$ cat src/rtl/mem_access_unit_if.sv
// rtl/mem_access_unit_if.sv - data-memory req/ack bus between the load/store unit and memory
interface mem_access_unit_if;
  logic        DReq;
  logic        DWe;
  logic [31:0] DAddr;
  logic [3:0]  DByteEn;
  logic [31:0] DWData;
  logic        DAck;
  logic [31:0] DRData;

  modport master (
    output DReq, DWe, DAddr, DByteEn, DWData,
    input  DAck, DRData
  );

  modport slave (
    input  DReq, DWe, DAddr, DByteEn, DWData,
    output DAck, DRData
  );
endinterface

$ cat src/rtl/mem_access_unit.sv
// rtl/mem_access_unit.sv - memory-stage load/store unit: bus req/ack, byte lanes, load extension
module mem_access_unit #(
  parameter int TIMEOUT_CYCLES = 16
) (
  input  logic                     CLK,
  input  logic                     RESET,
  input  logic                     MemtoRegM,
  input  logic                     MemWriteM,
  input  logic [2:0]               Funct3M,
  input  logic [31:0]              ComputeResultM,
  input  logic [31:0]              WriteDataM,
  mem_access_unit_if.master        dbus,
  output logic [31:0]              ReadDataM,
  output logic                     MemBusy,
  output logic                     MisalignedM,
  output logic                     BusErrM
);

  typedef enum logic [1:0] {IDLE, REQ, DONE} state_t;

  localparam int CW = (TIMEOUT_CYCLES > 1) ? $clog2(TIMEOUT_CYCLES) : 1;
  localparam logic [CW-1:0] TO_LAST = (TIMEOUT_CYCLES > 0) ? CW'(TIMEOUT_CYCLES - 1) : '0;

  state_t      state, state_nxt;
  logic        access, is_store, fault, start, timed_out;
  logic [1:0]  lane;
  logic [3:0]  be_nxt;
  logic [31:0] wdata_nxt;

  logic        we_q;
  logic [31:0] addr_q;
  logic [3:0]  be_q;
  logic [31:0] wdata_q;
  logic [2:0]  f3_q;
  logic [CW-1:0] to_cnt;

  logic [31:0] rd_shifted;
  logic [31:0] rd_ext;

  assign access   = MemWriteM | MemtoRegM;
  assign is_store = MemWriteM;
  assign lane     = ComputeResultM[1:0];

  // Stores only have B/H/W; unsigned variants and 011/11x are illegal for them.
  always_comb begin
    fault = 1'b0;
    case (Funct3M)
      3'b000:  fault = 1'b0;
      3'b001:  fault = lane[0];
      3'b010:  fault = |lane;
      3'b100:  fault = is_store;
      3'b101:  fault = is_store | lane[0];
      default: fault = 1'b1;
    endcase
  end

  always_comb begin
    be_nxt    = 4'b1111;
    wdata_nxt = WriteDataM;
    case (Funct3M[1:0])
      2'b00: begin
        be_nxt    = 4'b0001 << lane;
        wdata_nxt = {4{WriteDataM[7:0]}};
      end
      2'b01: begin
        be_nxt    = lane[1] ? 4'b1100 : 4'b0011;
        wdata_nxt = {2{WriteDataM[15:0]}};
      end
      default: begin
        be_nxt    = 4'b1111;
        wdata_nxt = WriteDataM;
      end
    endcase
  end

  assign start       = (state == IDLE) && access && !fault;
  assign MisalignedM = (state == IDLE) && access && fault;

  // An ack arriving in the final allowed cycle still wins over the timeout.
  assign timed_out = (TIMEOUT_CYCLES != 0) && (state == REQ) && !dbus.DAck && (to_cnt == TO_LAST);

  always_comb begin
    rd_shifted = dbus.DRData >> {addr_q[1:0], 3'b000};
    case (f3_q)
      3'b000:  rd_ext = {{24{rd_shifted[7]}}, rd_shifted[7:0]};
      3'b001:  rd_ext = {{16{rd_shifted[15]}}, rd_shifted[15:0]};
      3'b100:  rd_ext = {24'b0, rd_shifted[7:0]};
      3'b101:  rd_ext = {16'b0, rd_shifted[15:0]};
      default: rd_ext = dbus.DRData;
    endcase
  end

  always_comb begin
    state_nxt = state;
    MemBusy   = 1'b0;
    case (state)
      IDLE: begin
        if (start) begin
          MemBusy   = 1'b1;
          state_nxt = REQ;
        end
      end
      REQ: begin
        MemBusy = 1'b1;
        if (dbus.DAck || timed_out) state_nxt = DONE;
      end
      DONE:    state_nxt = IDLE;
      default: state_nxt = IDLE;
    endcase
  end

  always_ff @(posedge CLK) begin
    if (RESET) state <= IDLE;
    else       state <= state_nxt;
  end

  always_ff @(posedge CLK) begin
    if (RESET || state != REQ) to_cnt <= '0;
    else                       to_cnt <= to_cnt + CW'(1);
  end

  always_ff @(posedge CLK) begin
    if (RESET) begin
      we_q      <= 1'b0;
      addr_q    <= '0;
      be_q      <= '0;
      wdata_q   <= '0;
      f3_q      <= '0;
      ReadDataM <= '0;
      BusErrM   <= 1'b0;
    end else begin
      if (start) begin
        we_q    <= is_store;
        addr_q  <= {ComputeResultM[31:2], 2'b00} | {30'b0, lane};
        be_q    <= be_nxt;
        wdata_q <= wdata_nxt;
        f3_q    <= Funct3M;
      end
      BusErrM <= timed_out;
      if (state == REQ && dbus.DAck) ReadDataM <= rd_ext;
      else if (timed_out)            ReadDataM <= '0;
    end
  end

  assign dbus.DReq    = (state == REQ);
  assign dbus.DWe     = we_q;
  assign dbus.DAddr   = {addr_q[31:2], 2'b00};
  assign dbus.DByteEn = be_q;
  assign dbus.DWData  = wdata_q;

endmodule

$ cat src/flat_wrapper.sv
// flat-port wrapper written by rule: the top's interface ports become plain ports
module mem_access_unit_flat 
#(
  parameter int TIMEOUT_CYCLES = 16
)
  (CLK, RESET, MemtoRegM, MemWriteM, Funct3M, ComputeResultM, WriteDataM, ReadDataM, MemBusy, MisalignedM, BusErrM, dbus_DReq, dbus_DWe, dbus_DAddr, dbus_DByteEn, dbus_DWData, dbus_DAck, dbus_DRData);
  mem_access_unit_if dbus_i ();
  input  logic CLK;
  input  logic RESET;
  input  logic MemtoRegM;
  input  logic MemWriteM;
  input  logic [2:0] Funct3M;
  input  logic [31:0] ComputeResultM;
  input  logic [31:0] WriteDataM;
  output logic [31:0] ReadDataM;
  output logic MemBusy;
  output logic MisalignedM;
  output logic BusErrM;
  output wire logic [$bits(dbus_i.DReq)-1:0] dbus_DReq;
  output wire logic [$bits(dbus_i.DWe)-1:0] dbus_DWe;
  output wire logic [$bits(dbus_i.DAddr)-1:0] dbus_DAddr;
  output wire logic [$bits(dbus_i.DByteEn)-1:0] dbus_DByteEn;
  output wire logic [$bits(dbus_i.DWData)-1:0] dbus_DWData;
  input wire logic [$bits(dbus_i.DAck)-1:0] dbus_DAck;
  input wire logic [$bits(dbus_i.DRData)-1:0] dbus_DRData;
  assign dbus_DReq = dbus_i.DReq;
  assign dbus_DWe = dbus_i.DWe;
  assign dbus_DAddr = dbus_i.DAddr;
  assign dbus_DByteEn = dbus_i.DByteEn;
  assign dbus_DWData = dbus_i.DWData;
  assign dbus_i.DAck = dbus_DAck;
  assign dbus_i.DRData = dbus_DRData;
  mem_access_unit #(.TIMEOUT_CYCLES(TIMEOUT_CYCLES)) u_core (.CLK(CLK), .RESET(RESET), .MemtoRegM(MemtoRegM), .MemWriteM(MemWriteM), .Funct3M(Funct3M), .ComputeResultM(ComputeResultM), .WriteDataM(WriteDataM), .dbus(dbus_i), .ReadDataM(ReadDataM), .MemBusy(MemBusy), .MisalignedM(MisalignedM), .BusErrM(BusErrM));
endmodule
$ cat config.mk
export PLATFORM = sky130hd
export DESIGN_NAME = mem_access_unit_flat
export DESIGN_NICKNAME = d
export VERILOG_FILES = /design/src/rtl/mem_access_unit_if.sv /design/src/rtl/mem_access_unit.sv /design/src/flat_wrapper.sv
export SDC_FILE = /design/constraint.sdc
export NUM_CORES = 1
export LEC_CHECK = 0
export CAP_MARGIN = 5
export CORE_MARGIN = 2
export CORE_UTILIZATION = 39
export DETAILED_ROUTE_END_ITERATION = 7
export HOLD_SLACK_MARGIN = 0.15
export PLACE_DENSITY = 0.78
export REMOVE_ABC_BUFFERS = 1
export SLEW_MARGIN = 10
export SYNTH_ARGS = -nofsm -noshare
export SYNTH_HDL_FRONTEND = slang
export SYNTH_SLANG_ARGS = --single-unit
$ cat constraint.sdc
create_clock -name CLK -period 2.8 [get_ports CLK]
set_input_delay 0.84 -clock CLK [delete_from_list [all_inputs] [get_ports CLK]]
set_output_delay 0.84 -clock CLK [all_outputs]
set_load 0.05 [all_outputs]
* After elaboration in Yosys (flattened, before gate mapping)
Cells that the tools add are included.
** Word-level totals
- Flip-flop bits (word level) :: 111
- Bits in latches :: 0
- Bits in writable memories :: 0
- Bits in read-only memories :: 0
- Input bits :: 104
- Output and inout bits :: 105
- Word-level logic and storage cells :: 57
- Memories :: 0
** Operators by class
- Add/sub/neg operators :: 1
- Multipliers :: 0
- Div/mod/pow operators :: 0
- Order comparisons :: 0
- Eq/ne operators :: 13
- Shifts and indexed selects :: 2
- Mux-type cells :: 12
- Bitwise operators :: 3
- Reductions and logical operators :: 17
** Operators by type and width (count)
- 32-bit one-hot mux with 4 select lines :: 1
- 32-bit two-way mux :: 2
- 32-bit one-hot mux with 2 select lines :: 1
- 32-bit by 2-bit bitwise OR with 32-bit output :: 1
- 32-bit by 5-bit right shift with 16-bit output :: 1
- 3-bit == test (second input constant) :: 4
- 4-bit one-hot mux with 2 select lines :: 1
- 3-bit by 1-bit == test with 1-bit output (second input constant) :: 2
- 1-bit logical AND :: 6
- 3-bit logical NOT :: 2
- 2-bit by 1-bit != test with 1-bit output (second input constant) :: 3
- 1-bit one-hot mux with 5 select lines :: 1
- 4-bit by 1-bit adder with 4-bit output (second input constant) :: 1
- 2-bit by 1-bit == test with 1-bit output (second input constant) :: 2
- 4-bit == test (second input constant) :: 1
- 2-bit logical NOT :: 2
- 2-bit two-way mux :: 2
- 4-bit two-way mux :: 1
- 2-bit one-hot mux with 2 select lines :: 1
- 1-bit by 2-bit << shifter with 4-bit output (first input constant) :: 1
- 3-bit by 2-bit == test with 1-bit output (second input constant) :: 1
- 1-bit logical NOT :: 2
- 1-bit logical OR :: 2
- 1-bit bitwise OR :: 2
- other kinds (5) :: 5

* Logic depth before layout (Yosys ltp)
Gate-level depths: netlist of the first run.
- Depth in word-level cells :: 6
- Mapped depth :: 7
- Depth with buffers taken out :: 5

* Least setup slack after synthesis of the first run
No wires, ideal clock.
- Kind :: input -> output
- Start point :: in MemWriteM
- End point :: out MisalignedM
- Data arrival time :: 2575 ps
- Required time :: 1960 ps
- Slack :: -615 ps
- Stages on the path :: 3
- Path buffers :: 0
- Cells stage by stage :: a221o_1 -> nand2_1 -> nor4_1
** On the way
- Longest elaborated chain between the ends :: 3
- Elaborated cells on any way between the ends :: 5
- Those cells by class :: mux (1); bitwise (2); reduce/logical (2)
** RTL lines
- start: declaration :: RTL line flat_wrapper.sv:11 : input logic MemWriteM;
- 1-bit bitwise OR, on equally long branches :: RTL line mem_access_unit.sv:52, mem_access_unit.sv:40
- 1-bit one-hot mux with 5 select lines / 1-bit logical AND (equally long branches) :: RTL line mem_access_unit.sv:47, mem_access_unit.sv:77
- 1-bit logical AND (*) :: RTL line mem_access_unit.sv:77 : assign MisalignedM = (state == IDLE) && access && fault;
- end: declaration :: RTL line flat_wrapper.sv:17 : output logic MisalignedM;
Mark *: on every way between the ends. The rest lies on a longest branch, timed or not.

* Worst setup path in the final report of the first run
- Start point :: in ComputeResultM[0]
- End point :: out MemBusy
** On the way
- Longest elaborated chain between the ends :: 6
- Elaborated cells on any way between the ends :: 7
- Those cells by class :: mux (3); bitwise (1); reduce/logical (3)
** RTL lines
- start: declaration :: RTL line flat_wrapper.sv:13 : input logic [31:0] ComputeResultM;
- 1-bit bitwise OR / 2-bit OR reduction (equally long branches) :: RTL line mem_access_unit.sv:52, mem_access_unit.sv:50
- 1-bit one-hot mux with 5 select lines (*) :: RTL line mem_access_unit.sv:47 : case (Funct3M)
- 1-bit logical NOT (*) :: RTL line mem_access_unit.sv:76 : assign start = (state == IDLE) && access && !fault;
- 1-bit logical AND (*) :: RTL line mem_access_unit.sv:76
- 1-bit two-way mux (*) :: RTL line mem_access_unit.sv:98 : if (start) begin
- 1-bit one-hot mux with 2 select lines (*) :: RTL line mem_access_unit.sv:96 : case (state)
- end: declaration :: RTL line flat_wrapper.sv:16 : output logic MemBusy;
Marked as above.

==> results.sh, run 1 <==
export IMPL_status="finished with violations"
export IMPL_violations="negative setup slack"
export IMPL_fin_crit_ns=3.01
export IMPL_die_x_um=116
export IMPL_ir_drop_mv=0.338
export IMPL_cts_tree="done"
export IMPL_synth_common_cells="nand2_1, dfxtp_1, a21oi_1, o21ai_0, buf_4"
export IMPL_start_util_pct=40.4
export IMPL_htreeDepth=3
export IMPL_drt_iter0_markers=343
export IMPL_dr_pass1_iters=4
export IMPL_layout_setup_ws_ns=-0.211
export IMPL_hp_start="u_core.ReadDataM[15]"
export IMPL_hold_viol_final=0
export IMPL_synth_edf_count=0
export IMPL_synth_top_cell_by_area="dfxtp_1"
export IMPL_insertion_delay_ns=0.35
export IMPL_synth_top_cell_area_share_pct=45.4
export IMPL_cts_buffers=9
export IMPL_fillers=1062
export IMPL_dpl_cell_area_um2=7010
export IMPL_relSlewSlack_pct=44.1
export IMPL_synthToLayoutAreaGrowth_pct=50.1
export IMPL_fin_area_um2=7350
export IMPL_end_kind="primary output"
export IMPL_routed_wirelength_um=15100
export IMPL_syn_area_per_cell_um2=8.15
export IMPL_synth_area_leaders="dfxtp_1, nand2_1, a21oi_1, buf_4, mux2i_1"
export IMPL_grt_max_degree=75
export IMPL_startpoint_type="input port"
export IMPL_crit_path_start="ComputeResultM[0]"
export IMPL_rows=40
export IMPL_synth_most_common_cell="nand2_1"
export IMPL_power_density_nw_per_um2=555
export IMPL_max_freq_mhz=332
export IMPL_synth_xor_area_share_pct=0.358
export IMPL_finalPower_mw=4.08
export IMPL_crit_type="in2out"
export IMPL_cts_buffer_depth=2
export IMPL_async_flop_share_pct=0
export IMPL_min_path_type="reg2reg"
export IMPL_die_h_um=116
export IMPL_setup_viol=1
export IMPL_cts_root_buf="clkbuf_16"
export IMPL_antenna_found_initial=2
export IMPL_hpwlAfterDp_um=11000
export IMPL_viasPerCell=5.20
export IMPL_ctsHoldBuffers=0
export IMPL_synth_distinct_cells=41
export IMPL_ioPinCount=209
export IMPL_coreArea_um2=12100
export IMPL_grt_pass1_vias=4903
export IMPL_r2r_start="u_core.f3_q[0]"
export IMPL_drive_gt1_share_pct=8.77
export IMPL_synth_compound_area_share_pct=22.0
export IMPL_finish_net_count=875
export IMPL_globalRouteTotalUtil_pct=22.3
export IMPL_wl_per_cell_um=16.0
export IMPL_die_area_um2=13500
export IMPL_cap_viol_max_count=0
export IMPL_synthFlopType="dfxtp_1"
export IMPL_synth_seq_cells=111
export IMPL_synth_top_family_by_area="compound AO/OA/AOI/OAI gates"
export IMPL_yosysSeqAreaShare_pct=45.4
export IMPL_overflow=0
export IMPL_synthMuxAreaShare_pct=5.11
export IMPL_rsz0062_at_grt="yes"
export IMPL_required_ns=1.96
export IMPL_syn_area_um2=4900
export IMPL_period_share_pct=108
export IMPL_fin_skew_ns=0.00594
export IMPL_vias=4918
export IMPL_slew_viol_final=0
export IMPL_grt_pass1_wl_um=23700
export IMPL_syn_inst=601
export IMPL_tightestPinTransition_ns=0.839
export IMPL_post_route_drc_count=0
export IMPL_clock_sinks=111
export IMPL_cp_arrival_ns=2.17
export IMPL_postRouteAntennaNets=0
export IMPL_clkTransAtPathRegs_ns=0.07
export IMPL_leakage_nw=2.70
export IMPL_ys_warnings_count=0
export IMPL_port_buffer_count=206
export IMPL_cp_max_fo=2
export IMPL_synth_fa_ha_area_share_pct=0.256
export IMPL_synth_simple_gate_area_share_pct=17.6
export IMPL_place_congestion=0.865
-- final cells by class --
| class | count | area [um^2] | area share [%] |
|---|---|---|---|
| repair buffers | 233 | 2320 | 31.6 |
| multi-input cells | 410 | 2280 | 31.1 |
| flip-flops and latches | 111 | 2220 | 30.2 |
| clock buffers | 9 | 225 | 3.06 |
| well taps | 168 | 210 | 2.86 |
| clock inverters | 7 | 65.1 | 0.885 |
| inverters | 5 | 18.8 | 0.255 |
| diodes | 2 | 5.00 | 0.0681 |
-- final timing paths --
path,end,slack [ns],depth (start not counted)
hold reg to reg,u_core.ReadDataM[15],0.46,2
hold / removal,u_core.ReadDataM[15],0.46,2
setup reg to reg,u_core.ReadDataM[12],0.86,4
setup / recovery,MemBusy,-0.21,5
-- registers in the layout, summed over array words and instances (netlist names) --
register and cells:
u_core.to_cnt 4, u_core.dbus.DByteEn 4, u_core.ReadDataM 32, u_core.dbus.DWe 1, u_core.state 2, u_core.dbus.DWData 32, u_core.addr_q 32, u_core.f3_q 3
u_core.BusErrM 1
-- power breakdown --
part	switching [mW]	internal [mW]
Sequential	0.0629	1.67
Clock	0.617	0.624
Combinational	0.664	0.434
Total	1.34	2.73
-- cell families after synthesis --
family / Yosys count
and+or+nand+nor: 211
AOI/OAI and AO/OA: 169
DFF: 111
buffers and inverters: 81
muxes: 25
xor gates and xnor gates: 2
adders and majority gates: 1
other: 1
-- worst max-delay path, cell delays in order --
cell and delay (ns):
buf_6 0.09, or4_4 0.53, a2111o_2 0.48, nand2b_4 0.09, buf_12 0.13
-- stage by stage --
stage | instances | utilization, % | worst slack [ns] | setup TNS [ns] | hold WS, ns
2_1_floorplan | 526 | - | -3.61 | -252.07 | 0.418
3_3_place_gp | 926 | 57.9 | -0.675 | -22.49 | 0.430
3_5_place_dp | 926 | 57.9 | -0.697 | -26.44 | 0.446
4_1_cts | 942 | 60.5 | -0.209 | -0.209 | 0.456
5_1_grt | 944 | 60.7 | -0.235 | -0.235 | 0.474
6_report | 945 | 60.7 | -0.211 | -0.211 | 0.456
-- repair_timing --
| item | 4_1_cts | 5_1_grt |
|---|---|---|
| gates resized for setup | 25 | 3 |
| pin swaps | 3 | 1 |
| setup buffers | 0 | 1 |
| endpoints found under the hold margin | 0 | 0 |
| endpoints found under the setup margin | 26 | 2 |
-- cell usage in the layout (no fill, tap or decap), types with 2 or more instances in the layout --
master and count:
o211ai_1 8, mux2i_1 25, nor2_1 29, a311oi_1 10
diode_2 2, nor2b_1 3, buf_2 2, a21oi_1 68
buf_4 24, clkbuf_16 9, nand2b_1 10, nand2_1 154
conb_1 2, a211oi_2 7, nor3_1 3, a211oi_1 3
a22oi_1 17, inv_8 3, inv_1 4, dfxtp_1 111
buf_6 3, buf_12 5, o2bb2ai_1 7, clkdlybuf4s50_1 195
o221ai_1 3, o21ai_0 38, clkinvlp_4 3, nand3_1 2
-- per-layer routing --
layer	part of all wire, %	global-route usage [%]
met3	11	9.10
met1	40	25.9
met4	1.3	7.78
met5	0.086	0
met2	48	37.4
No activity file was read; power rests on OpenSTA's default activity.
==> run 2, diff against run 1 <==
--- a/config.mk
+++ b/config.mk
@@ -5,6 +5,7 @@
 export SDC_FILE = /design/constraint.sdc
 export NUM_CORES = 1
 export LEC_CHECK = 0
+export ABC_CLOCK_PERIOD_IN_PS = 2800
 export CAP_MARGIN = 5
 export CORE_MARGIN = 2
 export CORE_UTILIZATION = 39
==> results of run 2 <==
Same layout as run 1: the final DEF is identical, and so are final timing and power.
==> patch 1 (config.mk and constraints of run 1) <==
Re-encode `state_t` (3 states) as one-hot, 3 bits wide.
--- a/src/rtl/mem_access_unit.sv
+++ b/src/rtl/mem_access_unit.sv
@@ -17,5 +17,5 @@
 );
 
-  typedef enum logic [1:0] {IDLE, REQ, DONE} state_t;
+  typedef enum logic [2:0] {IDLE = 3'b001, REQ = 3'b010, DONE = 3'b100} state_t;
 
   localparam int CW = (TIMEOUT_CYCLES > 1) ? $clog2(TIMEOUT_CYCLES) : 1;
Function: same outputs for any inputs over 10 cycles, from zero or initial values and one cycle with RESET high; not proved beyond that.
==> patch 1 against run 1 <==
- die area is 5.1% higher
- wire length is 0.43% lower
- power is 0.66% lower
- synthesized area is 5.3% higher
- setup slack better by 0.27 ns
- sequential cell count is 1 higher
- critical path depth stayed put
- cell area is 2.5% higher
- non-clock buffer count is 1 higher
==> patch 1: results (changes against run 1) <==
Final layout
The data-path buffer share of cell area in the final layout was 30.3% (was 31.6%). The share of final-layout standard cells stronger than drive strength 1 is 11.7% (was 8.77%). The clock network area share was 4.22% (was 3.95%). The total of plain and repair buffers excluding clock buffers is 234 (was 233). The multi-input logic cell count is 391 (was 410).

The layout filler cell count is 1130 (was 1062). The sequential cell area in the final layout came to 2240 um^2 (was 2220 um^2). The count of clock-net buffers in the final layout is 13 (was 9).

Worst setup path
The worst reg2reg path startpoint is u_core.state[0]$_SDFFE_PP1P_ (was u_core.f3_q[0]$_SDFFE_PP0P_). The arrival time reported for the critical path endpoint is 1.90 ns (was 2.17 ns). The category of cells accounting for the largest share of critical-path delay is buffers and inverters (was simple AND/OR/NAND/NOR gates). The standard cell with the maximum stage delay on the critical path is sky130_fd_sc_hd__clkdlybuf4s50_1 (was sky130_fd_sc_hd__or4_4). The launch point of the critical path is MemtoRegM (was ComputeResultM[0]). The highest cell delay on the worst timing path came to 0.40 ns (was 0.53 ns).

Pwr
The fraction of power spent switching nets is 29.9% (was 33.0%). The sequential share of power came to 42.5% (was 42.6%).

Route
The vias after detailed routing is 4916 (was 4918). The highest routing layer actually used is met4 (was met5). The met1 wire length came to 6070 um (was 5980 um). The number of DRC markers after the initial detailed-route iteration is 317 (was 343).

The detailed-routed wire length on met3 is 1370 um (was 1680 um).

Global routing
The largest net degree at the start of global routing was 88 (was 75). The global-route wire length before repair is 24400 um (was 23700 um). The initial antenna violation count is 0 (was 2).

Outcome
Outcome: complete, no violations (was complete, but fails checks).

Yosys
The fraction of synthesized area in multiplexers is 5.53% (was 5.11%). The flip-flop and latch count after synthesis is 112 (was 111). The compound-gate portion of the synthesized area is 24.0% (was 22.0%).

STA
The worst slew margin relative to its limit came to 35.8% (was 44.1%).

Hold path
The worst-case hold path end point is u_core.ReadDataM[0]$_SDFFE_PP0P_ (was u_core.ReadDataM[15]$_SDFFE_PP0P_). The start point of the worst min-delay path is u_core.ReadDataM[0]$_SDFFE_PP0P_ (was u_core.ReadDataM[15]$_SDFFE_PP0P_).

Placed design
The post-detailed-placement cell area is 7210 um^2 (was 7010 um^2). The post-DP HPWL is 10700 um (was 11000 um). The routability-driven placement congestion ratio was 0.818 (was 0.865).

Floorplanning
The core outline area is 13100 um^2 (was 12100 um^2).

Clocking
The count of instances resized after the clock tree is built is 14 (was 25). The count of buffers added by post-CTS timing repair for setup is 1 (was 0).
patch 1: changes by cell type in the layout (fill, tap and decap cells not counted), moves of 9 or more:
cell / delta
sky130_fd_sc_hd__a22oi_1: -9
sky130_fd_sc_hd__a221o_2: +16
sky130_fd_sc_hd__o21ai_0: -26
sky130_fd_sc_hd__nand2_1: -30
sky130_fd_sc_hd__nand3b_1: +14
patch 1: per-stage QoR:
step / util (%) / std cells / worst slack [ns]
5_1_grt: 57.5 / 934 / 0.00489
2_1_floorplan: - / 508 / -0.777
3_3_place_gp: 55.1 / 916 / -0.253
6_report: 57.5 / 934 / 0.0561
4_1_cts: 57.6 / 933 / 0.0256
3_5_place_dp: 55.1 / 916 / -0.261
patch 1: routing by layer:
layer / vias to the layer above / global-route usage (%)
li1: 2381 / -
met1: 2305 / 24.7
met2: 199 / 35.7
met3: 31 / 6.70
met4: 0 / 9.00
met5: - / 0
==> patch 2 (settings of run 1) <==
Made on the original files. `TIMEOUT_CYCLES` is set to 16 in 2 places; all go to 32.
--- a/src/rtl/mem_access_unit.sv
+++ b/src/rtl/mem_access_unit.sv
@@ -1,5 +1,5 @@
 // rtl/mem_access_unit.sv - memory-stage load/store unit: bus req/ack, byte lanes, load extension
 module mem_access_unit #(
-  parameter int TIMEOUT_CYCLES = 16
+  parameter int TIMEOUT_CYCLES = 32
 ) (
   input  logic                     CLK,
--- a/src/flat_wrapper.sv
+++ b/src/flat_wrapper.sv
@@ -2,5 +2,5 @@
 module mem_access_unit_flat 
 #(
-  parameter int TIMEOUT_CYCLES = 16
+  parameter int TIMEOUT_CYCLES = 32
 )
   (CLK, RESET, MemtoRegM, MemWriteM, Funct3M, ComputeResultM, WriteDataM, ReadDataM, MemBusy, MisalignedM, BusErrM, dbus_DReq, dbus_DWe, dbus_DAddr, dbus_DByteEn, dbus_DWData, dbus_DAck, dbus_DRData);
Function: no difference found for any inputs over 10 cycles, from zero or initial values and one cycle with RESET high; that may be too few to reach the edited logic, so the function may still have changed.
==> patch 2 against run 1 <==
- the flow still finishes with violations (setup timing)
- power increased by 1.5%
- setup slack improved by 0.024 ns
- sequential cell count grew 1
- global-route usage fell by 0.80 points
- cell area decreased by 0.12%
- synthesized cell count grew 0.67%
- synthesized area increased by 0.82%
- via count is 0.35% higher
- wire length down 0.13%
==> patch 2: results (changes against run 1) <==
STA
The final count of negative-setup-slack endpoints is 2 (was 1). The worst slew margin relative to its limit came to 44.9% (was 44.1%). The smallest hold slack is 0.454 ns (was 0.456 ns). The worst setup margin came to -0.187 ns (was -0.211 ns). The final setup skew is 0.00905 ns (was 0.00594 ns).

Placed design
The setup slack at placement was -0.700 ns (was -0.697 ns). The routability-driven placement congestion ratio is 0.865 (about the same). The post-DP HPWL is 10900 um (was 11000 um).

Outcome
Outcome: complete, but fails checks (unchanged). Violations in the final reports: setup timing (unchanged).

Yosys
Cell types with the highest counts after synthesis: 156 x sky130_fd_sc_hd__nand2_1, 112 x sky130_fd_sc_hd__dfxtp_1, 68 x sky130_fd_sc_hd__a21oi_1, 38 x sky130_fd_sc_hd__o21ai_0, 36 x sky130_fd_sc_hd__buf_4 (was 155 x sky130_fd_sc_hd__nand2_1, 111 x sky130_fd_sc_hd__dfxtp_1, 68 x sky130_fd_sc_hd__a21oi_1, 38 x sky130_fd_sc_hd__o21ai_0, 36 x sky130_fd_sc_hd__buf_4). The synthesized-area fraction occupied by adder cells was 0.507% (was 0.256%). The number of distinct library cells after synthesis came to 42 (was 41).

The xor/xnor cell area share of the yosys netlist was 0.355% (was 0.358%). The sequential share of the synthesized area was 45.4% (about the same). The mean area per synthesized cell is 8.16 um^2 (was 8.15 um^2). The fraction of synthesized area in multiplexers is 5.07% (was 5.11%).

Route
The vias after detailed routing is 4935 (was 4918). The number of DRC markers after the initial detailed-route iteration was 350 (was 343). The detailed-routed wire length on met3 is 1440 um (was 1680 um). The routed length per instance is 15.9 um (was 16.0 um). The length of the first detailed-routing pass in iterations is 5 (was 4). The met2 routed wirelength came to 7280 um (was 7240 um).

The met1 wire length came to 6030 um (was 5980 um).

Final layout
The share of final-layout standard cells stronger than drive strength 1 is 7.98% (was 8.77%). The number of standard cells in the final layout excluding fillers is 950 (was 945). The layout filler cell count is 1102 (was 1062).

Global routing
The largest net degree at the start of global routing is 74 (was 75). The global-route wire length before repair is 23000 um (was 23700 um). The number of global-route vias before repair is 4683 (was 4903). The met2 usage in global routing came to 36.1% (was 37.4%).

The met3 layer usage reported by global route is 7.47% (was 9.10%).

Worst setup path
The cell count of the worst reg-to-reg path is 5 (was 4). The worst reg2reg path startpoint is u_core.addr_q[1]$_SDFFE_PP0P_ (was u_core.f3_q[0]$_SDFFE_PP0P_). The arrival time reported for the critical path endpoint is 2.15 ns (was 2.17 ns). The setup slack on the worst flop-to-flop path came to 0.84 ns (was 0.86 ns).

Pwr
The reported leakage power is 2.73 nW (was 2.70 nW). The maximum VDD drop came to 0.000265 V (was 0.000338 V).

Hold path
The start point of the worst min-delay path was u_core.ReadDataM[7]$_SDFFE_PP0P_ (was u_core.ReadDataM[15]$_SDFFE_PP0P_).
patch 2: power breakdown:
part           internal, mW  leakage, nW  switching (mW)
Combinational         0.414         1.67           0.639
Sequential             1.68        0.913          0.0582
Clock                 0.733        0.152           0.611
patch 2: through the flow:
step / total power, mW / TNS, ns / area (um^2)
2_1_floorplan: 2.35 / -252.04 / 4510
3_3_place_gp: 2.81 / -23.21 / 7020
3_5_place_dp: 2.83 / -26.73 / 7020
4_1_cts: 4.18 / -0.288 / 7330
5_1_grt: 4.30 / -0.393 / 7340
6_report: 4.14 / -0.240 / 7340
patch 2: final cells by class:
cell class,count,area share (%)
Timing Repair Buffer,231,31.0
Multi-Input combinational cell,411,30.9
Sequential cell,112,30.5
Clock buffer,10,3.26
Tap cell,172,2.93
Clock inverter,6,1.02
Inverter,7,0.358
Antenna cell,1,0.0341
patch 2: timing repair:
item	in CTS	in global routing
cloned	0	0
pin swaps	4	0
resized for setup	24	1
setup buffers	1	0
endpoints found under the setup margin	25	3
